==> config.mk <==
export PLATFORM = sky130hd
export DESIGN_NAME = mem_bist_flat
export DESIGN_NICKNAME = d
export VERILOG_FILES = /design/src/rtl/mem_bist_if.sv /design/src/rtl/mem_bist.sv /design/src/flat_wrapper.sv
export SDC_FILE = /design/constraint.sdc
export NUM_CORES = 1
export LEC_CHECK = 0
export ABC_CLOCK_PERIOD_IN_PS = 4700
export BUFFER_PORTS_ARGS = -buffer_cell sky130_fd_sc_hd__buf_2
export CAP_MARGIN = 20
export CORE_MARGIN = 5
export CORE_UTILIZATION = 40
export CTS_BUF_LIST = sky130_fd_sc_hd__clkbuf_16
export DETAILED_ROUTE_END_ITERATION = 10
export HOLD_SLACK_MARGIN = 0.06
export SLEW_MARGIN = 10
export SYNTH_ARGS = -nofsm -noshare
export SYNTH_HDL_FRONTEND = slang
export SYNTH_SLANG_ARGS = --single-unit
==> constraint.sdc <==
create_clock -name clk_i -period 4.7 [get_ports clk_i]
set_clock_uncertainty 0.2 [all_clocks]
set_input_delay 0.47 -clock clk_i [delete_from_list [all_inputs] [get_ports clk_i]]
set_output_delay 0.47 -clock clk_i [all_outputs]
set_load 0.01 [all_outputs]
==> src/rtl/mem_bist_if.sv <==
// rtl/mem_bist_if.sv - single-port memory port bundle shared by the BIST initiator and the RAM
interface mem_bist_if #(
  parameter int ADDR_W = 7,
  parameter int DATA_W = 8
);
  logic              ren;
  logic              wen;
  logic [ADDR_W-1:0] addr;
  logic [DATA_W-1:0] din;
  logic [DATA_W-1:0] dout;

  // Initiator side: drives the request, receives registered read data.
  modport master (
    output ren,
    output wen,
    output addr,
    output din,
    input  dout
  );

  // Memory side.
  modport slave (
    input  ren,
    input  wen,
    input  addr,
    input  din,
    output dout
  );
endinterface

==> src/rtl/mem_bist.sv <==
// rtl/mem_bist.sv - three-phase march BIST initiator with first-mismatch capture
module mem_bist #(
  parameter int ADDR_W = 7,
  parameter int DATA_W = 8
) (
  input  logic              clk_i,
  input  logic              rst_n_i,
  input  logic              start_i,
  input  logic              abort_i,
  input  logic [DATA_W-1:0] pattern_i,
  mem_bist_if.master        mem,
  output logic              busy_o,
  output logic              done_o,
  output logic              fail_o,
  output logic [ADDR_W-1:0] fail_addr_o,
  output logic [DATA_W-1:0] fail_exp_o,
  output logic [DATA_W-1:0] fail_got_o
);

  typedef enum logic [2:0] {
    S_IDLE, S_FILL, S_INV_RD, S_INV_WR, S_VERIFY, S_DRAIN, S_DONE
  } state_e;

  localparam logic [ADDR_W-1:0] ADDR_MAX = '1;
  localparam logic [ADDR_W-1:0] ADDR_ONE = {{(ADDR_W-1){1'b0}}, 1'b1};

  state_e            state_q;
  logic [DATA_W-1:0] pattern_q;
  logic              ren_q, wen_q, busy_q, done_q, fail_q;
  logic [ADDR_W-1:0] addr_q, fail_addr_q;
  logic [DATA_W-1:0] din_q, fail_exp_q, fail_got_q;

  logic              cmp_en_d;
  logic [ADDR_W-1:0] cmp_addr_d;
  logic [DATA_W-1:0] cmp_exp_d;
  logic              mismatch_d;
  logic [ADDR_W-1:0] addr_next_d, addr_prev_d;

  // Seed word XOR zero-extended address; each address gets a distinct word.
  function automatic logic [DATA_W-1:0] data_of(input logic [DATA_W-1:0] pat,
                                                input logic [ADDR_W-1:0] a);
    logic [DATA_W-1:0] ext;
    ext = '0;
    ext[ADDR_W-1:0] = a;
    return pat ^ ext;
  endfunction

  // addr_q doubles as the march address counter.
  assign addr_next_d = addr_q + ADDR_ONE;
  assign addr_prev_d = addr_q - ADDR_ONE;

  // Expected word for the read issued one cycle earlier (RAM has one-cycle read latency).
  always_comb begin
    cmp_en_d   = 1'b0;
    cmp_addr_d = addr_q;
    cmp_exp_d  = data_of(pattern_q, addr_q);
    case (state_q)
      S_INV_WR: cmp_en_d = 1'b1;
      S_VERIFY: begin
        cmp_en_d   = (addr_q != '0);
        cmp_addr_d = addr_prev_d;
        cmp_exp_d  = ~data_of(pattern_q, addr_prev_d);
      end
      S_DRAIN: begin
        cmp_en_d  = 1'b1;
        cmp_exp_d = ~data_of(pattern_q, addr_q);
      end
      default: cmp_en_d = 1'b0;
    endcase
  end

  assign mismatch_d = cmp_en_d && (mem.dout != cmp_exp_d);

  // March sequencer; every memory-port output is produced here as a register.
  always_ff @(posedge clk_i or negedge rst_n_i) begin
    if (!rst_n_i) begin
      state_q     <= S_IDLE;
      pattern_q   <= '0;
      ren_q       <= 1'b0;
      wen_q       <= 1'b0;
      addr_q      <= '0;
      din_q       <= '0;
      busy_q      <= 1'b0;
      done_q      <= 1'b0;
      fail_q      <= 1'b0;
      fail_addr_q <= '0;
      fail_exp_q  <= '0;
      fail_got_q  <= '0;
    end else begin
      done_q <= 1'b0;
      if (state_q != S_IDLE && abort_i) begin
        // Abort releases the port at once and keeps whatever failure was captured.
        state_q <= S_IDLE;
        ren_q   <= 1'b0;
        wen_q   <= 1'b0;
        busy_q  <= 1'b0;
      end else begin
        if (mismatch_d) begin
          fail_q <= 1'b1;
          if (!fail_q) begin
            fail_addr_q <= cmp_addr_d;
            fail_exp_q  <= cmp_exp_d;
            fail_got_q  <= mem.dout;
          end
        end
        case (state_q)
          S_IDLE: begin
            if (start_i && !abort_i) begin
              state_q     <= S_FILL;
              pattern_q   <= pattern_i;
              wen_q       <= 1'b1;
              addr_q      <= '0;
              din_q       <= pattern_i;
              busy_q      <= 1'b1;
              fail_q      <= 1'b0;
              fail_addr_q <= '0;
              fail_exp_q  <= '0;
              fail_got_q  <= '0;
            end
          end
          S_FILL: begin
            if (addr_q == ADDR_MAX) begin
              state_q <= S_INV_RD;
              wen_q   <= 1'b0;
              ren_q   <= 1'b1;
            end else begin
              addr_q <= addr_next_d;
              din_q  <= data_of(pattern_q, addr_next_d);
            end
          end
          S_INV_RD: begin
            state_q <= S_INV_WR;
            ren_q   <= 1'b0;
            wen_q   <= 1'b1;
            din_q   <= ~data_of(pattern_q, addr_q);
          end
          S_INV_WR: begin
            wen_q <= 1'b0;
            ren_q <= 1'b1;
            if (addr_q == '0) begin
              state_q <= S_VERIFY;
            end else begin
              state_q <= S_INV_RD;
              addr_q  <= addr_prev_d;
            end
          end
          S_VERIFY: begin
            if (addr_q == ADDR_MAX) begin
              state_q <= S_DRAIN;
              ren_q   <= 1'b0;
            end else begin
              addr_q <= addr_next_d;
            end
          end
          S_DRAIN: begin
            state_q <= S_DONE;
            busy_q  <= 1'b0;
            done_q  <= 1'b1;
          end
          S_DONE:  state_q <= S_IDLE;
          default: state_q <= S_IDLE;
        endcase
      end
    end
  end

  assign mem.ren     = ren_q;
  assign mem.wen     = wen_q;
  assign mem.addr    = addr_q;
  assign mem.din     = din_q;
  assign busy_o      = busy_q;
  assign done_o      = done_q;
  assign fail_o      = fail_q;
  assign fail_addr_o = fail_addr_q;
  assign fail_exp_o  = fail_exp_q;
  assign fail_got_o  = fail_got_q;

endmodule

==> src/flat_wrapper.sv <==
// flat-port wrapper written by rule: the top's interface ports become plain ports
module mem_bist_flat 
#(
  parameter int ADDR_W = 7,
  parameter int DATA_W = 8
)
  (clk_i, rst_n_i, start_i, abort_i, pattern_i, busy_o, done_o, fail_o, fail_addr_o, fail_exp_o, fail_got_o, mem_ren, mem_wen, mem_addr, mem_din, mem_dout);
  mem_bist_if #(.ADDR_W(ADDR_W), .DATA_W(DATA_W)) mem_i ();
  input  logic clk_i;
  input  logic rst_n_i;
  input  logic start_i;
  input  logic abort_i;
  input  logic [DATA_W-1:0] pattern_i;
  output logic busy_o;
  output logic done_o;
  output logic fail_o;
  output logic [ADDR_W-1:0] fail_addr_o;
  output logic [DATA_W-1:0] fail_exp_o;
  output logic [DATA_W-1:0] fail_got_o;
  output wire logic [$bits(mem_i.ren)-1:0] mem_ren;
  output wire logic [$bits(mem_i.wen)-1:0] mem_wen;
  output wire logic [$bits(mem_i.addr)-1:0] mem_addr;
  output wire logic [$bits(mem_i.din)-1:0] mem_din;
  input wire logic [$bits(mem_i.dout)-1:0] mem_dout;
  assign mem_ren = mem_i.ren;
  assign mem_wen = mem_i.wen;
  assign mem_addr = mem_i.addr;
  assign mem_din = mem_i.din;
  assign mem_i.dout = mem_dout;
  mem_bist #(.ADDR_W(ADDR_W), .DATA_W(DATA_W)) u_core (.clk_i(clk_i), .rst_n_i(rst_n_i), .start_i(start_i), .abort_i(abort_i), .pattern_i(pattern_i), .mem(mem_i), .busy_o(busy_o), .done_o(done_o), .fail_o(fail_o), .fail_addr_o(fail_addr_o), .fail_exp_o(fail_exp_o), .fail_got_o(fail_got_o));
endmodule
==> results.md <==
Outcome:
- The run finished with clean final reports.

Detailed routing:
- The residual antenna-violating net count after detailed routing is 0.
- The total number of vias is 2,672.
- After detailed routing, the number of remaining DRC violations is 0.
- The average wire per standard cell is 16.8 um.
- The count of TritonRoute iterations in the first routing pass is 4.
- The first routing iteration left 268 violations.
- The routed wire length is 8390 um.
- After detailed routing, the number of vias per cell comes to 5.35.

Floorplan:
- The initial utilization of the core area, before any placement, comes to 0.416.
- The floorplan has 32 rows.
- The boundary pin count is 63.
- The area of the core is 0.00781 mm^2.
- The die covers 0.0100 mm^2.
- From bottom edge to top edge, the die measures 100 um.
- The die width is 100 um.

Clock tree:
- After clock tree synthesis, the clock-pin slew on the worst setup and hold paths is 0.07 ns.
- The number of setup buffers added after CTS is 0.
- The clock drives 54 sinks.
- The post-cts gate resize count is 0.
- The CTS tree is done.
- The clock passes through at most 2 buffers.
- The root buffer cell chosen for the clock tree is clkbuf_16.
- The number of buffers created by CTS is 5.
- The clock latency on the worst-skew pair is 0.29 ns.
- The quantity of hold-fixing buffers added after cts is 0.
- The H-tree depth reported by CTS is 2.

Critical path:
- The type of element capturing the critical path is a flip-flop.
- The worst reg-to-reg setup slack is 1.09 ns.
- The critical-path maximum fanout is 18.
- Data on the critical path arrives at its endpoint at 3.62 ns.
- Data on the critical path is required at its endpoint by 4.71 ns.
- In this run the worst setup path begins at u_core.mem.addr[1].
- The category of the worst setup path launch point is a flip-flop.
- The class of the most critical setup path is flip-flop to flip-flop.
- The worst register-to-register path begins at u_core.mem.addr[1].

Finish:
- Fill cells in the final layout number 769.
- The number of antenna cells inserted is 0.
- In the final layout, flip-flops and latches occupy 0.00135 mm^2.
- The leading cell type in the layout, fill and taps excluded is buf_2.
- The fraction of layout instances using a drive strength above 1 is 0.214.
- The total number of nets in the final design is 420.
- Summing all multi-input logic gate instances after layout gives 0.00170 mm^2.
- The layout overhead on the synthesized area is 14.2%.
- In the layout the commonest cells are buf_2, dfrtp_1, nand2_1.

Power:
- The largest voltage drop on the vdd net is 0.000155 V.
- For this design the ratio of total power to cell area is 319 mW/mm^2.
- Summed over all nets, the switching power comes to 359 uW.
- The share of total power dissipated in sequential elements is 0.458.
- The reported leakage power is 1.90 nW.
- Of the total power, combinational logic draws 0.242.
- The switching power as a share of total power is 0.304.
- The relative contribution of the clock network to total power is 0.299.
- The total internal power is 821 uW.

GRT:
- The via count of the first global-routing pass was 2,637.
- The global-route wire length before repair is 13,900 um.
- For this run, the total global-route usage over all layers was measured as 0.172.
- The number of antenna violations at the first check in global routing is 0.
- The largest net degree at the start of global routing is 55.
- Summed over all layers, the global routing overflow is 0.

Min path:
- The class of the most critical hold timing path is primary input to async pin.

Synth:
- Counting flops with a built-in enable in the synthesized netlist gives 0.
- Counting every instance in the synthesized netlist gives 348.
- The Yosys step of the flow raised 0 warnings.
- The number of synthesized register bits is 54.
- The netlist uses 48 different library cells.
- Of the post-synthesis cell area, the dominant cell type holds 0.417.
- The post-synth design cell area is 0.00324 mm^2.
- Synthesis produced a netlist with a net count of 371.
- Yosys attributes the largest share of cell area to dfrtp_1, mux2i_1, nand2_1.
- Of the synthesized area, sequential elements account for 0.417.
- Dividing the synthesized area by the synthesized cell count gives 9.32 um^2.
- For this run, asynchronously set or reset flops after synthesis account for 1.00.
- The cell type contributing the most total cell area after synthesis is dfrtp_1.
- The flip-flop cell with the highest count after synthesis is dfrtp_1.

STA:
- Setup violations remaining at the end of the flow were counted as 0.
- The total count of hold-check failures in the final report is 0.
- Dividing the final minimum period by the clock period gives 0.767.
- The transition time of the tightest slew-check pin is 0.698 ns.
- The routed design could run at a clock period as short as 3.61 ns.
- Setup total negative slack on the finished layout was measured at 0 ns.
- The final number of max-transition violations is 0.
- Setup repair after global routing left no endpoint under its margin.
- The worst slew margin relative to its limit is 0.534.
- The tightest hold margin is 0.110 ns.
- The upper clock frequency limit is 277 MHz.

Placement:
- At the end of routability-driven placement, the weighted congestion stood at 0.889.
- Detailed placement finished with a half-perimeter wire length of 6210 um.
- Input and output buffers added on the ports amount to 62.

Flow run:
- The max capacitance violation total is 0.
## worst max-delay path, stage by stage, from the launching register on
cell,delay [ns]
dfrtp_1,0.49
inv_1,0.20
ha_1,0.26
or3b_4,0.44
o41a_1,0.38
xnor3_1,0.36
nor2_1,0.10
and4_1,0.21
or3_1,0.28
buf_4,0.36
mux2i_1,0.24
## through the flow
stage | cells | power, mW | util | setup WS (ns) | instance area, um^2
floorplan | 348 | 0.739 | - | 1.46 | 3240
global placement | 492 | 0.835 | 0.457 | 1.22 | 3570
detailed placement | 492 | 0.836 | 0.457 | 1.12 | 3570
CTS | 499 | 1.19 | 0.475 | 1.10 | 3700
global route | 499 | 1.25 | 0.475 | 0.902 | 3700
finish | 499 | 1.18 | 0.475 | 1.09 | 3700
## cells by family (layout without fill, tap and decap cells)
family          Yosys count  in the layout  share of synthesized area
xor+xnor                 31             31                     0.0964
buf+inv                  37             86                     0.0605
fa+ha+maj                 3              3                     0.0116
compound gates           81             81                      0.158
flops                    54             54                      0.417
mux                      34             34                      0.108
simple gates            108            108                      0.149
## sequential cells by signal (all words and copies together), names as in the netlist
| signal | cells |
|---|---|
| u_core.done_o | 1 |
| u_core.fail_exp_o | 8 |
| u_core.fail_o | 1 |
| u_core.mem.addr | 7 |
| u_core.pattern_q | 8 |
| u_core.mem.din | 8 |
| u_core.busy_o | 1 |
| u_core.fail_got_o | 8 |
| u_core.mem.ren | 1 |
| u_core.fail_addr_o | 7 |
| u_core.state_q | 3 |
| u_core.mem.wen | 1 |
## Yosys cell counts (8+ instances only)
cell / count
a21oi_1: 30
buf_2: 8
clkbuf_1: 13
dfrtp_1: 54
inv_1: 12
mux2_2: 9
mux2i_1: 25
nand2_1: 42
nor2_1: 37
o21ai_0: 17
xnor2_1: 18
xor2_1: 10
## final timing paths
path                                         endpoint  cells after the start
worst max register to register   u_core.fail_got_o[5]                     10
max in group asynchronous           u_core.state_q[2]                      2
worst min-delay path            u_core.fail_addr_o[4]                      2
worst min register to register      u_core.mem.din[7]                      1
worst max-delay path             u_core.fail_got_o[5]                     10
min in group clk_i                u_core.pattern_q[3]                      2
## layout make-up
cell class,count,share of cell area
Timing Repair Buffer,67,0.0939
Clock inverter,2,0.00304
Inverter,12,0.0122
Multi-Input combinational cell,257,0.458
Tap cell,102,0.0344
Clock buffer,5,0.0338
Sequential cell,54,0.365
## layer usage
metal | vias to the layer above | track usage | routed length (um) | share of wire
met5 | - | 0 | 0 | 0
met4 | 0 | 0.0425 | 106 | 0.013
met3 | 9 | 0.0243 | 416 | 0.050
met2 | 76 | 0.281 | 3970 | 0.47
met1 | 1280 | 0.243 | 3900 | 0.46
li1 | 1307 | - | - | -
## power groups by stage
stage	registers [mW]	clock network, mW	logic [mW]
after floorplan	0.547	0	0.192
after global placement	0.548	0	0.287
after detailed placement	0.550	0	0.287
after CTS	0.540	0.364	0.289
after global routing	0.547	0.385	0.322
final	0.541	0.353	0.286
(Power assumes the default switching activity.)
